--- src/rtl/pa_microcode.sv ---
// Shared microcode definitions: control-word field positions, sequencing
// encodings and the fixed micro-address entry points.
package pa_microcode;

  localparam int CONTROL_WORD_WIDTH = 112;

  localparam int TYP_LSB   = 0;
  localparam int TYP_W     = 2;
  localparam int OFF_LSB   = 2;
  localparam int OFF_W     = 7;
  localparam int CINV_BIT  = 9;
  localparam int CSRC_BIT  = 10;
  localparam int CSEL_LSB  = 11;
  localparam int CSEL_W    = 4;
  localparam int ESC_BIT   = 15;

  localparam int UADDR_W = 15;
  localparam logic [UADDR_W-1:0] FETCH_ENTRY = 15'h0000;
  localparam logic [UADDR_W-1:0] TRAP_ENTRY  = 15'h0040;

  typedef enum logic [1:0] {
    TYP_OFFSET   = 2'b00,
    TYP_BRANCH   = 2'b01,
    TYP_DISPATCH = 2'b10,
    TYP_END      = 2'b11
  } typ_e;

  typedef enum logic [3:0] {
    COND_ZF    = 4'd0,
    COND_CF    = 4'd1,
    COND_SF    = 4'd2,
    COND_OF    = 4'd3,
    COND_LT    = 4'd4,
    COND_LE    = 4'd5,
    COND_BE    = 4'd6,
    COND_DMA   = 4'd7,
    COND_MODE  = 4'd8,
    COND_IRQ   = 4'd9,
    COND_EXT   = 4'd10,
    COND_TRUE  = 4'd11
  } cond_sel_e;

endpackage

--- src/rtl/microsequencer_cond_mux.sv ---
// Combinational branch-condition select and invert for the sequencer.
module cond_mux
  import pa_microcode::*;
(
  input  logic [3:0] cond_sel,
  input  logic       cond_invert,
  input  logic       cond_flag_src,
  input  logic [3:0] flags,
  input  logic [3:0] u_flags,
  input  logic       int_pending,
  input  logic       irq_en,
  input  logic       dma_req,
  input  logic       mode,
  input  logic       ext_cond,
  output logic       cond_true
);

  logic [3:0] f;
  logic       zf, cf, sf, of_;
  logic       sel_val;

  // Flag nibble layout is {OF,SF,CF,ZF}
  assign f   = cond_flag_src ? u_flags : flags;
  assign zf  = f[0];
  assign cf  = f[1];
  assign sf  = f[2];
  assign of_ = f[3];

  always_comb begin
    sel_val = 1'b0;
    case (cond_sel_e'(cond_sel))
      COND_ZF:   sel_val = zf;
      COND_CF:   sel_val = cf;
      COND_SF:   sel_val = sf;
      COND_OF:   sel_val = of_;
      COND_LT:   sel_val = sf ^ of_;
      COND_LE:   sel_val = zf | (sf ^ of_);
      COND_BE:   sel_val = cf | zf;
      COND_DMA:  sel_val = dma_req;
      COND_MODE: sel_val = mode;
      COND_IRQ:  sel_val = int_pending & irq_en;
      COND_EXT:  sel_val = ext_cond;
      COND_TRUE: sel_val = 1'b1;
      default:   sel_val = 1'b0;
    endcase
  end

  assign cond_true = sel_val ^ cond_invert;

endmodule

--- src/rtl/microsequencer.sv ---
// Next-address controller: decodes the sequencing fields of the current
// control word and registers the next micro-address for the u-ROM bank.
module microsequencer
  import pa_microcode::*;
(
  input  logic                          clk,
  input  logic                          rst,
  input  logic [CONTROL_WORD_WIDTH-1:0] cw,
  input  logic [7:0]                    ir_opcode,
  input  logic [3:0]                    flags,
  input  logic [3:0]                    u_flags,
  input  logic                          int_pending,
  input  logic                          irq_en,
  input  logic                          dma_req,
  input  logic                          mode,
  input  logic                          mem_wait,
  input  logic                          ext_cond,
  output logic [UADDR_W-1:0]            u_addr,
  output logic                          cond_true,
  output logic                          dispatch,
  output logic                          escape_active,
  output logic                          in_trap
);

  typ_e                 typ;
  logic [OFF_W-1:0]     offset;
  logic                 esc_bit;
  logic                 trap_req;
  logic                 cw_unused;

  logic [UADDR_W-1:0]   u_addr_q, u_addr_d;
  logic                 escape_q, escape_d;
  logic                 dispatch_q, dispatch_d;
  logic                 in_trap_q, in_trap_d;

  logic [UADDR_W-1:0]   addr_inc, addr_off, addr_br, addr_disp;

  assign typ       = typ_e'(cw[TYP_LSB +: TYP_W]);
  assign offset    = cw[OFF_LSB +: OFF_W];
  assign esc_bit   = cw[ESC_BIT];
  assign trap_req  = int_pending & irq_en;
  assign cw_unused = ^cw[CONTROL_WORD_WIDTH-1:ESC_BIT+1];

  cond_mux u_cond_mux (
    .cond_sel      (cw[CSEL_LSB +: CSEL_W]),
    .cond_invert   (cw[CINV_BIT]),
    .cond_flag_src (cw[CSRC_BIT]),
    .flags         (flags),
    .u_flags       (u_flags),
    .int_pending   (int_pending),
    .irq_en        (irq_en),
    .dma_req       (dma_req),
    .mode          (mode),
    .ext_cond      (ext_cond),
    .cond_true     (cond_true)
  );

  // Relative targets wrap modulo 2^UADDR_W; branch stays inside the 64-step page
  assign addr_inc  = u_addr_q + UADDR_W'(1);
  assign addr_off  = u_addr_q + {{(UADDR_W-OFF_W){offset[OFF_W-1]}}, offset};
  assign addr_br   = {u_addr_q[UADDR_W-1:6], offset[5:0]};
  assign addr_disp = {escape_q, ir_opcode, 6'd0};

  always_comb begin
    u_addr_d   = u_addr_q;
    escape_d   = escape_q;
    dispatch_d = 1'b0;
    in_trap_d  = in_trap_q;
    if (!mem_wait) begin
      in_trap_d = 1'b0;
      escape_d  = escape_q | esc_bit;
      case (typ)
        TYP_OFFSET: u_addr_d = cond_true ? addr_off : addr_inc;
        TYP_BRANCH: u_addr_d = cond_true ? addr_br  : addr_inc;
        TYP_DISPATCH: begin
          // The dispatch consumes the old latch; an escape bit here is dropped
          u_addr_d   = addr_disp;
          dispatch_d = 1'b1;
          escape_d   = 1'b0;
        end
        TYP_END: begin
          if (trap_req) begin
            u_addr_d  = TRAP_ENTRY;
            in_trap_d = 1'b1;
          end else begin
            u_addr_d  = FETCH_ENTRY;
          end
        end
        default: u_addr_d = addr_inc;
      endcase
    end
  end

  always_ff @(posedge clk) begin
    if (rst) begin
      u_addr_q   <= FETCH_ENTRY;
      escape_q   <= 1'b0;
      dispatch_q <= 1'b0;
      in_trap_q  <= 1'b0;
    end else begin
      u_addr_q   <= u_addr_d;
      escape_q   <= escape_d;
      dispatch_q <= dispatch_d;
      in_trap_q  <= in_trap_d;
    end
  end

  assign u_addr        = u_addr_q;
  assign dispatch      = dispatch_q;
  assign escape_active = escape_q;
  assign in_trap       = in_trap_q;

endmodule

--- config.mk ---
export PLATFORM = sky130hd
export DESIGN_NAME = microsequencer
export DESIGN_NICKNAME = d
export VERILOG_FILES = /design/src/rtl/pa_microcode.sv /design/src/rtl/microsequencer_cond_mux.sv /design/src/rtl/microsequencer.sv
export SDC_FILE = /design/constraint.sdc
export NUM_CORES = 1
export LEC_CHECK = 0
export CORE_MARGIN = 2
export CORE_UTILIZATION = 30
export CTS_CLUSTER_SIZE = 40
export DETAILED_ROUTE_END_ITERATION = 8
export PLACE_DENSITY = 0.73
export REMOVE_ABC_BUFFERS = 1
export SLEW_MARGIN = 20
export SYNTH_ARGS = -nofsm -noshare
export SYNTH_HDL_FRONTEND = slang
export SYNTH_SLANG_ARGS = --single-unit
--- constraint.sdc ---
create_clock -name clk -period 3.2 [get_ports clk]
set_clock_uncertainty 0.05 [all_clocks]
set_input_delay 0.48 -clock clk [delete_from_list [all_inputs] [get_ports clk]]
set_output_delay 0.48 -clock clk [all_outputs]
set_load 0.01 [all_outputs]
# Word level (Yosys, flattened, before mapping)
# Index checks and enable logic that the tools add are counted.
word_totals:
  reg_bits: 18
  latch_bits: 0
  ram_bits: 0
  romBits: 0
  inputBits: 136
  output_inout_bits: 19
  wordCells: 43
  memories: 0
op_classes:
  addsub: 2
  mul: 0
  div: 0
  n_lt_le_gt_ge: 0
  n_eq_ne: 15
  n_shift: 0
  muxes: 10
  bitwise: 7
  n_reduce_logical: 4
op_table:
  columns: ["operator", "n"]
  rows:
  - ["15-bit case mux with 4 select lines", 1]
  - ["15-bit 2-to-1 mux", 2]
  - ["4-bit by 3-bit equality test with 1-bit output, second input constant", 4]
  - ["4-bit equality test, second input constant", 4]
  - ["15-bit by 1-bit adder with 15-bit output, second input constant", 1]
  - ["15-bit adder", 1]
  - ["1-bit case mux with 12 select lines", 1]
  - ["4-bit by 2-bit equality test with 1-bit output, second input constant", 2]
  - ["7-bit 2-to-1 mux", 1]
  - ["2-bit equality test, second input constant", 2]
  - ["4-bit by 1-bit equality test with 1-bit output, second input constant", 1]
  - ["4-bit logical NOT", 1]
  - ["1-bit 2-to-1 mux", 4]
  - ["4-bit 2-to-1 mux", 1]
  - ["1-bit bitwise OR", 3]
  - ["2-bit by 1-bit equality test with 1-bit output, second input constant", 1]
  - ["2-bit logical NOT", 1]
  - ["2-bit inequality test, second input constant", 1]
  - ["2-bit AND reduction", 1]
  - ["2-bit OR reduction", 1]
  - ["1-bit XOR", 2]
  - ["1-bit AND", 1]
  - ["1-bit inverter", 1]

# Longest topological paths before layout
# Gate-level depths: netlist (run 1).
logic_depth:
  depth_word: 7
  ltp_mapped: 11
  depth_no_buf: 11

# By module
# Synthesis (run 1) repeated with hierarchy kept, for this count alone.
unflattened:
  hier_cells: 259
  hier_area_um2: 1980.6
by_module_without_submodules:
  columns: ["module", "instances", "cells_each", "area_each_um2", "seq_area_each_um2"]
  rows:
  - ["microsequencer", 1, 231, 1752.9, 360.3]
  - ["cond_mux", 1, 28, 227.7, 0.0]

# Worst setup path after synthesis (run 1)
# OpenSTA, ideal clock, no wires.
synth_path:
  path_kind: "input -> output"
  from: "input cw[10]"
  to: "output cond_true"
  arrival_time_ps: 2132
  required_ps: 2670
  slack_ps: 538
  stages: 7
  path_buffers: 2
  cell_sequence: "buf_2 > mux4_2 > o2bb2ai_1 > nand2_1 > o311ai_2 > a211oi_4 > buf_4"
synth_between:
  elab_chain_cells: 5
  word_cells_on_any_way: 6
  classes_between: "mux: 2; bitwise: 4"
synth_rtl:
  columns: ["element", "line_no", "rtl"]
  rows:
  - ["start: declaration", "microsequencer.sv:8", "input logic [CONTROL_WORD_WIDTH-1:0] cw,"]
  - ["4-bit 2-to-1 mux (*)", "microsequencer_cond_mux.sv:23", "assign f = cond_flag_src ? u_flags : flags;"]
  - ["1-bit XOR", "microsequencer_cond_mux.sv:36, microsequencer_cond_mux.sv:37", null]
  - ["1-bit bitwise OR", "microsequencer_cond_mux.sv:37", "COND_LE: sel_val = zf | (sf ^ of_);"]
  - ["1-bit case mux with 12 select lines (*)", "microsequencer_cond_mux.sv:31", "case (cond_sel_e'(cond_sel))"]
  - ["1-bit XOR (*)", "microsequencer_cond_mux.sv:48", "assign cond_true = sel_val ^ cond_invert;"]
  - ["end: declaration", "microsequencer.sv:19", "output logic cond_true,"]
# Every way passes the cells marked *; elsewhere a longest branch is shown, timed or not.

# Worst setup path after layout (run 1)
# Same ends and word-level chain as after synthesis.

==> impl_metrics.ini, run 1 <==
[run_status]
status = finished, final reports clean

[placed_design]
gp_congestion = 0.876
port_buffers = 58
placed_area_um2 = 2820
dpl.hpwl_mm = 4.80

[grt]
grt_usage_pct = 15.9
grt_pass1_vias = 2118
grt.overflow.total = 0
antenna_found_initial = 0
grt_pass1_wl_mm = 9.76
grt_max_degree = 20

[clock_tree]
insertion_delay_ps = 270
cts_buffer_depth = 2
root_buffer = clkbuf_8
numCtsBuffers = 3
cts_htree_levels = 1
post-cts-setup-buffers = 0
path_clk_slew_ps = 70
cts_tree = built
cts.sinks = 18
cts_hold_buf = 0

[floorplanning]
core_area_um2 = 6720
die_area_um2 = 7550
start_util_pct = 30.7
die_w_um = 86.9
num_rows = 30
die_y_um = 86.9
ios = 155

[synthesis]
ys_top_cells_by_area = dfxtp_1 (17%), ha_1 (9.1%), xor2_1 (6.4%), nor2_1 (5.5%), xnor2_1 (4.2%)
async_flop_share_pct = 0
yosysWarnings = 0
synth_area_per_cell_um2 = 7.72
synth_edf_count = 0
ys.flop_type = dfxtp_1
ys_seq_area_share_pct = 17.5
yosys.area.top_type = dfxtp_1
synth_top_cell_area_share_pct = 17.5
synthCells = 267
netlist_area_um2 = 2060
synth_cell_types = 54
synth-seq-cells = 18

[finish]
antenna-diode-count = 0
final_area_um2 = 2880
nNetsFinal = 487
fin_util_pct = 42.9
filler_cell_count = 659
drive_above_1_share_pct = 9.28
syn2layout_area_growth_pct = 39.7

[worst_setup_path]
worstPathCellList = clkdlybuf4s50_1 > mux4_2 > o2bb2ai_1 > buf_4 > o311ai_2 > a211oi_4 > dlygate4sd2_1
worstSetupPathType = primary input to output pin
worstRegToRegCells = 10
worstPathMaxFanout = 2
worstPathArrival_ps = 2520
crit_path_max_incr_delay_ps = 510
cpMaxStageDelayCell = mux4_2
startpoint_type = primary input
cp-end-kind = output pin
required_ps = 2670

[pwr]
combPwrFrac_pct = 44.4
power.internal_uw = 542
power_uw = 828
pwr-share-clk_pct = 23.8
power.static_leakage_uw = 0.00113
powerDensity_nw_per_um2 = 288
seqPwrFrac_pct = 31.8
ir_drop_mv = 0.130
p_sw_uw = 286
p_sw_share_pct = 34.5

[timing]
setup_viol = 0
period_share_pct = 95.4
hold_viol = 0
tns_ps = 0
slew_viol_final = 0
rsz0062_at_grt = no
tightest_slew_ps = 783
max_freq_ghz = 0.328
maxSlewHeadroom_pct = 47.6
fin_crit_ps = 3050

[worst_hold_path]
hold_class = flip-flop to flip-flop
min_delay_path_depth = 2

[job]
maxCapViolCount = 0

[drt]
wl_per_cell_um = 14.4
ant_nets = 0
met1Wirelength_mm = 2.77
wl_met3_um = 411
drt_pass1_iterations = 4
detail_route.wirelength_mm = 5.97
drc = 0
wl_met2_mm = 2.75
num_vias = 2248
viasPerCell = 5.43
drtIter0Drc = 127
top_layer_used = met4
## final cells by class
cell class,instances,area (um^2),area share [%]
Multi-Input combinational cell,229,1620,56.1
Timing Repair Buffer,75,719,25.0
Tap cell,80,100,3.48
Inverter,8,30.0,1.04
Clock buffer,4,55.1,1.91
Sequential cell,18,360,12.5
## worst max-delay path, delay by kind of cell
kind | cells | cell delay (ps)
compound gates | 3 | 570
buf+inv | 3 | 960
mux | 1 | 510
## timing repair
action                                  CTS  global route
endpoints found under the setup margin    1             2
endpoints found under the hold margin     0             0
gates resized for setup                   1             1
## stage by stage
step           instances  hold slack, ps  setup slack, ps
2_1_floorplan        255             477              303
3_3_place_gp         410             434            -68.8
3_5_place_dp         410             471             -119
4_1_cts              414             486              125
5_1_grt              414             518             29.0
6_report             414             473              148
## cell usage after synthesis, drive strengths merged (7+ instances only)
cell    count
nor2       30
nand2      19
dfxtp      18
a21oi      15
ha         15
xor2       15
o21ai      11
xnor2      10
a31oi       9
nand3       9
nor3        9
a211oi      8
clkbuf      8
inv         8
mux2i       7
## cell usage in the layout, fill, tap and decap left out, types with 4 or more instances in the layout
| cell type | n |
|---|---|
| o21ai_0 | 10 |
| nor3_1 | 8 |
| clkbuf_8 | 4 |
| o31ai_1 | 4 |
| clkdlybuf4s50_1 | 57 |
| buf_4 | 16 |
| a21oi_1 | 15 |
| ha_1 | 15 |
| nor2_1 | 30 |
| xor2_1 | 15 |
| nand4_1 | 4 |
| nand2_1 | 19 |
| a22oi_1 | 4 |
| dfxtp_1 | 18 |
| o21a_1 | 4 |
| xnor2_1 | 10 |
| inv_1 | 8 |
| a211oi_1 | 7 |
| nand3_1 | 9 |
| mux2i_1 | 7 |
| o31a_1 | 4 |
| and3_1 | 5 |
| a31oi_1 | 8 |
| nand2b_1 | 6 |
## power by group through the flow
stage | Sequential, uW | Combinational, uW | Clock (uW)
2_1_floorplan | 268 | 192 | 0
3_3_place_gp | 268 | 360 | 0
3_5_place_dp | 268 | 368 | 0
4_1_cts | 263 | 368 | 196
5_1_grt | 265 | 404 | 210
6_report | 263 | 368 | 197
## flip-flops by register name (all words and copies together) (netlist names)
signal,flops
escape_active,1
dispatch,1
u_addr,15
in_trap,1
## kinds of logic (layout without fill, tap and decap cells)
| family | count (synthesis) | in the layout | synth area share, % |
|---|---|---|---|
| compound gates | 79 | 79 | 27.6 |
| xor+xnor | 25 | 25 | 10.6 |
| fa+ha+maj | 16 | 16 | 10.1 |
| buf+inv | 20 | 87 | 4.31 |
| flops | 18 | 18 | 17.5 |
| mux | 10 | 10 | 5.58 |
| simple gates | 99 | 99 | 24.3 |
## metal layers
metal	vias up	GRT usage (%)
li1	1135	-
met1	1028	21.3
met2	78	26.7
met3	7	3.13
met4	0	2.70
met5	-	0
## final timing paths
path | from | to | slack [ps]
worst max-delay path | cw[10] | cond_true | 150
worst min-delay path | in_trap$_SDFFE_PP0N_ | in_trap$_SDFFE_PP0N_ | 470
worst max register to register | u_addr[1]$_SDFFE_PP0N_ | u_addr[14]$_SDFFE_PP0P_ | 570
worst min register to register | in_trap$_SDFFE_PP0N_ | in_trap$_SDFFE_PP0N_ | 470
(Power assumes the default switching activity.)
==> run 2, diff against run 1 <==
--- a/config.mk
+++ b/config.mk
@@ -7,11 +7,13 @@
 export LEC_CHECK = 0
 export CORE_MARGIN = 2
 export CORE_UTILIZATION = 30
+export CTS_BUF_LIST = sky130_fd_sc_hd__clkbuf_4
+export CTS_CLUSTER_DIAMETER = 50
 export CTS_CLUSTER_SIZE = 40
 export DETAILED_ROUTE_END_ITERATION = 8
 export PLACE_DENSITY = 0.73
 export REMOVE_ABC_BUFFERS = 1
-export SLEW_MARGIN = 20
+export SLEW_MARGIN = 30
 export SYNTH_ARGS = -nofsm -noshare
 export SYNTH_HDL_FRONTEND = slang
 export SYNTH_SLANG_ARGS = --single-unit
==> run 2 against run 1 <==
Against the previous run:
- register-to-register slack worse by 60 ps
- sequential share of layout area up 0.14 points
- global-route usage down 0.22 points
- power down 9.2%
- critical path type unchanged
- first-iteration DRC count down 1.6%
- critical endpoint unchanged
==> impl_metrics.ini, run 2 (synthesis gave the netlist of run 1 again) <==
[run_status]
status = finished, final reports clean

[worst_setup_path]
worstSetupPathType = primary input to output pin
worstPathCellList = clkdlybuf4s50_1 > mux4_2 > o2bb2ai_1 > buf_4 > o311ai_2 > a211oi_4 > dlygate4sd2_1
rr_startpoint = u_addr[1]$_SDFFE_PP0N_
worstRegToRegCells = 10
required_ps = 2670
cpMaxStageDelayCell = mux4_2
worstPathMaxFanout = 2
startpoint_type = primary input
cp-end-kind = output pin
worstPathArrival_ps = 2520
crit_path_max_incr_delay_ps = 510
r2r-end = u_addr[14]$_SDFFE_PP0P_
rrSetupSlack_ps = 510

[floorplanning]
ios = 155
die_y_um = 86.9
core_area_um2 = 6720
start_util_pct = 30.7
die_area_um2 = 7550
die_w_um = 86.9
num_rows = 30

[clock_tree]
path_clk_slew_ps = 100
cts.sinks = 18
post-cts-setup-buffers = 0
cts_buffer_depth = 2
cts_htree_levels = 1
cts_tree = built
cts_hold_buf = 0
insertion_delay_ps = 290
numCtsBuffers = 3
root_buffer = clkbuf_4

[grt]
grt.overflow.total = 0
grt_pass1_vias = 2109
grt_max_degree = 20
grt_usage_pct = 15.7
grt_pass1_wl_mm = 9.72
antenna_found_initial = 0

[placed_design]
dpl.hpwl_mm = 4.80
gp_congestion = 0.876
port_buffers = 58
dp_cells = 410
placed_area_um2 = 2820

[timing]
period_share_pct = 95.3
timing.hold.ws_ps = 481
setup_viol = 0
maxSlewHeadroom_pct = 48.3
max_freq_ghz = 0.328
hold_viol = 0
fin_crit_ps = 3050
tightest_slew_ps = 773
rsz0062_at_grt = no
slew_viol_final = 0

[pwr]
seqPwrFrac_pct = 35.0
powerDensity_nw_per_um2 = 264
power.static_leakage_uw = 0.00111
power.internal_uw = 478
combPwrFrac_pct = 48.9
p_sw_share_pct = 36.4
pwr-share-clk_pct = 16.1
ir_drop_mv = 0.140
p_sw_uw = 274

[worst_hold_path]
min_to = in_trap$_SDFFE_PP0N_
hold_class = flip-flop to flip-flop
min-delay-start = in_trap$_SDFFE_PP0N_
min_delay_path_depth = 2

[drt]
detail_route.wirelength_mm = 5.93
wl_per_cell_um = 14.3
wl_met2_mm = 2.77
wl_met3_um = 438
top_layer_used = met3
viasPerCell = 5.41
ant_nets = 0
num_vias = 2240
met1Wirelength_mm = 2.72
drc = 0
drt_pass1_iterations = 4
drtIter0Drc = 125

[finish]
nNetsFinal = 487
final_common_cell = clkdlybuf4s50_1
largest_reg_flops = 15
final_cell_mix = clkdlybuf4s50_1 (57), nor2_1 (30), nand2_1 (19)
antenna-diode-count = 0
final_cell_count_no_fill = 414
syn2layout_area_growth_pct = 38.2
drive_above_1_share_pct = 8.68
multi_input_area_um2 = 1610
final_area_um2 = 2850
filler_cell_count = 654
seqCellArea_um2 = 360

[job]
maxCapViolCount = 0
==> run 2: area by class of cell <==
| class | count | share of cell area [%] |
|---|---|---|
| multi-input combinational | 229 | 56.6 |
| sequential | 18 | 12.6 |
| timing repair buffer | 75 | 25.3 |
| tap | 80 | 3.51 |
| clock buffer | 3 | 0.791 |
| inverter | 8 | 1.05 |
| clock inverter | 1 | 0.132 |
==> run 2: repair_timing <==
item,4_1_cts,5_1_grt
gates resized for setup,1,0
endpoints found under the hold margin,0,0
endpoints found under the setup margin,1,0
==> run 2: critical path, delay by kind of cell <==
kind / cells / cell delay (ps)
muxes: 1 / 510
AOI/OAI and AO/OA: 3 / 570
buffers and inverters: 3 / 960
==> run 2: power by group through the flow <==
| stage | Clock [uW] | Sequential [uW] | Combinational, uW |
|---|---|---|---|
| 2_1_floorplan | 0 | 268 | 192 |
| 3_3_place_gp | 0 | 268 | 360 |
| 3_5_place_dp | 0 | 268 | 368 |
| 4_1_cts | 122 | 263 | 368 |
| 5_1_grt | 132 | 265 | 404 |
| 6_report | 121 | 263 | 368 |
==> run 2: per-stage QoR <==
step	setup slack [ps]	setup TNS [ps]	power, uW	utilization, %
after floorplan	303	0	460	-
after global placement	-68.8	-200	627	42.0
after detailed placement	-119	-664	636	42.0
after CTS	125	0	753	42.4
after global routing	36.1	0	801	42.4
final	151	0	752	42.4
==> run 2: worst max-delay path by stage <==
| stage | from | depth (start not counted) | end | slack [ps] |
|---|---|---|---|---|
| 2_1_floorplan | cw[10] | 8 | u_addr[7]$_SDFFE_PP0P_ | 300 |
| 3_3_place_gp | cw[10] | 7 | cond_true | -70 |
| 3_5_place_dp | cw[10] | 11 | u_addr[10]$_SDFFE_PP0P_ | -120 |
| 4_1_cts | cw[10] | 7 | cond_true | 120 |
| 5_1_grt | cw[2] | 12 | u_addr[14]$_SDFFE_PP0P_ | 40 |
| 6_report | cw[10] | 7 | cond_true | 150 |
==> run 2: metal layers <==
layer / vias up / global-route usage [%]
met1: 1023 / 21.1
met5: - / 0
li1: 1135 / -
met3: 0 / 3.03
met4: 0 / 1.14
met2: 82 / 27.1
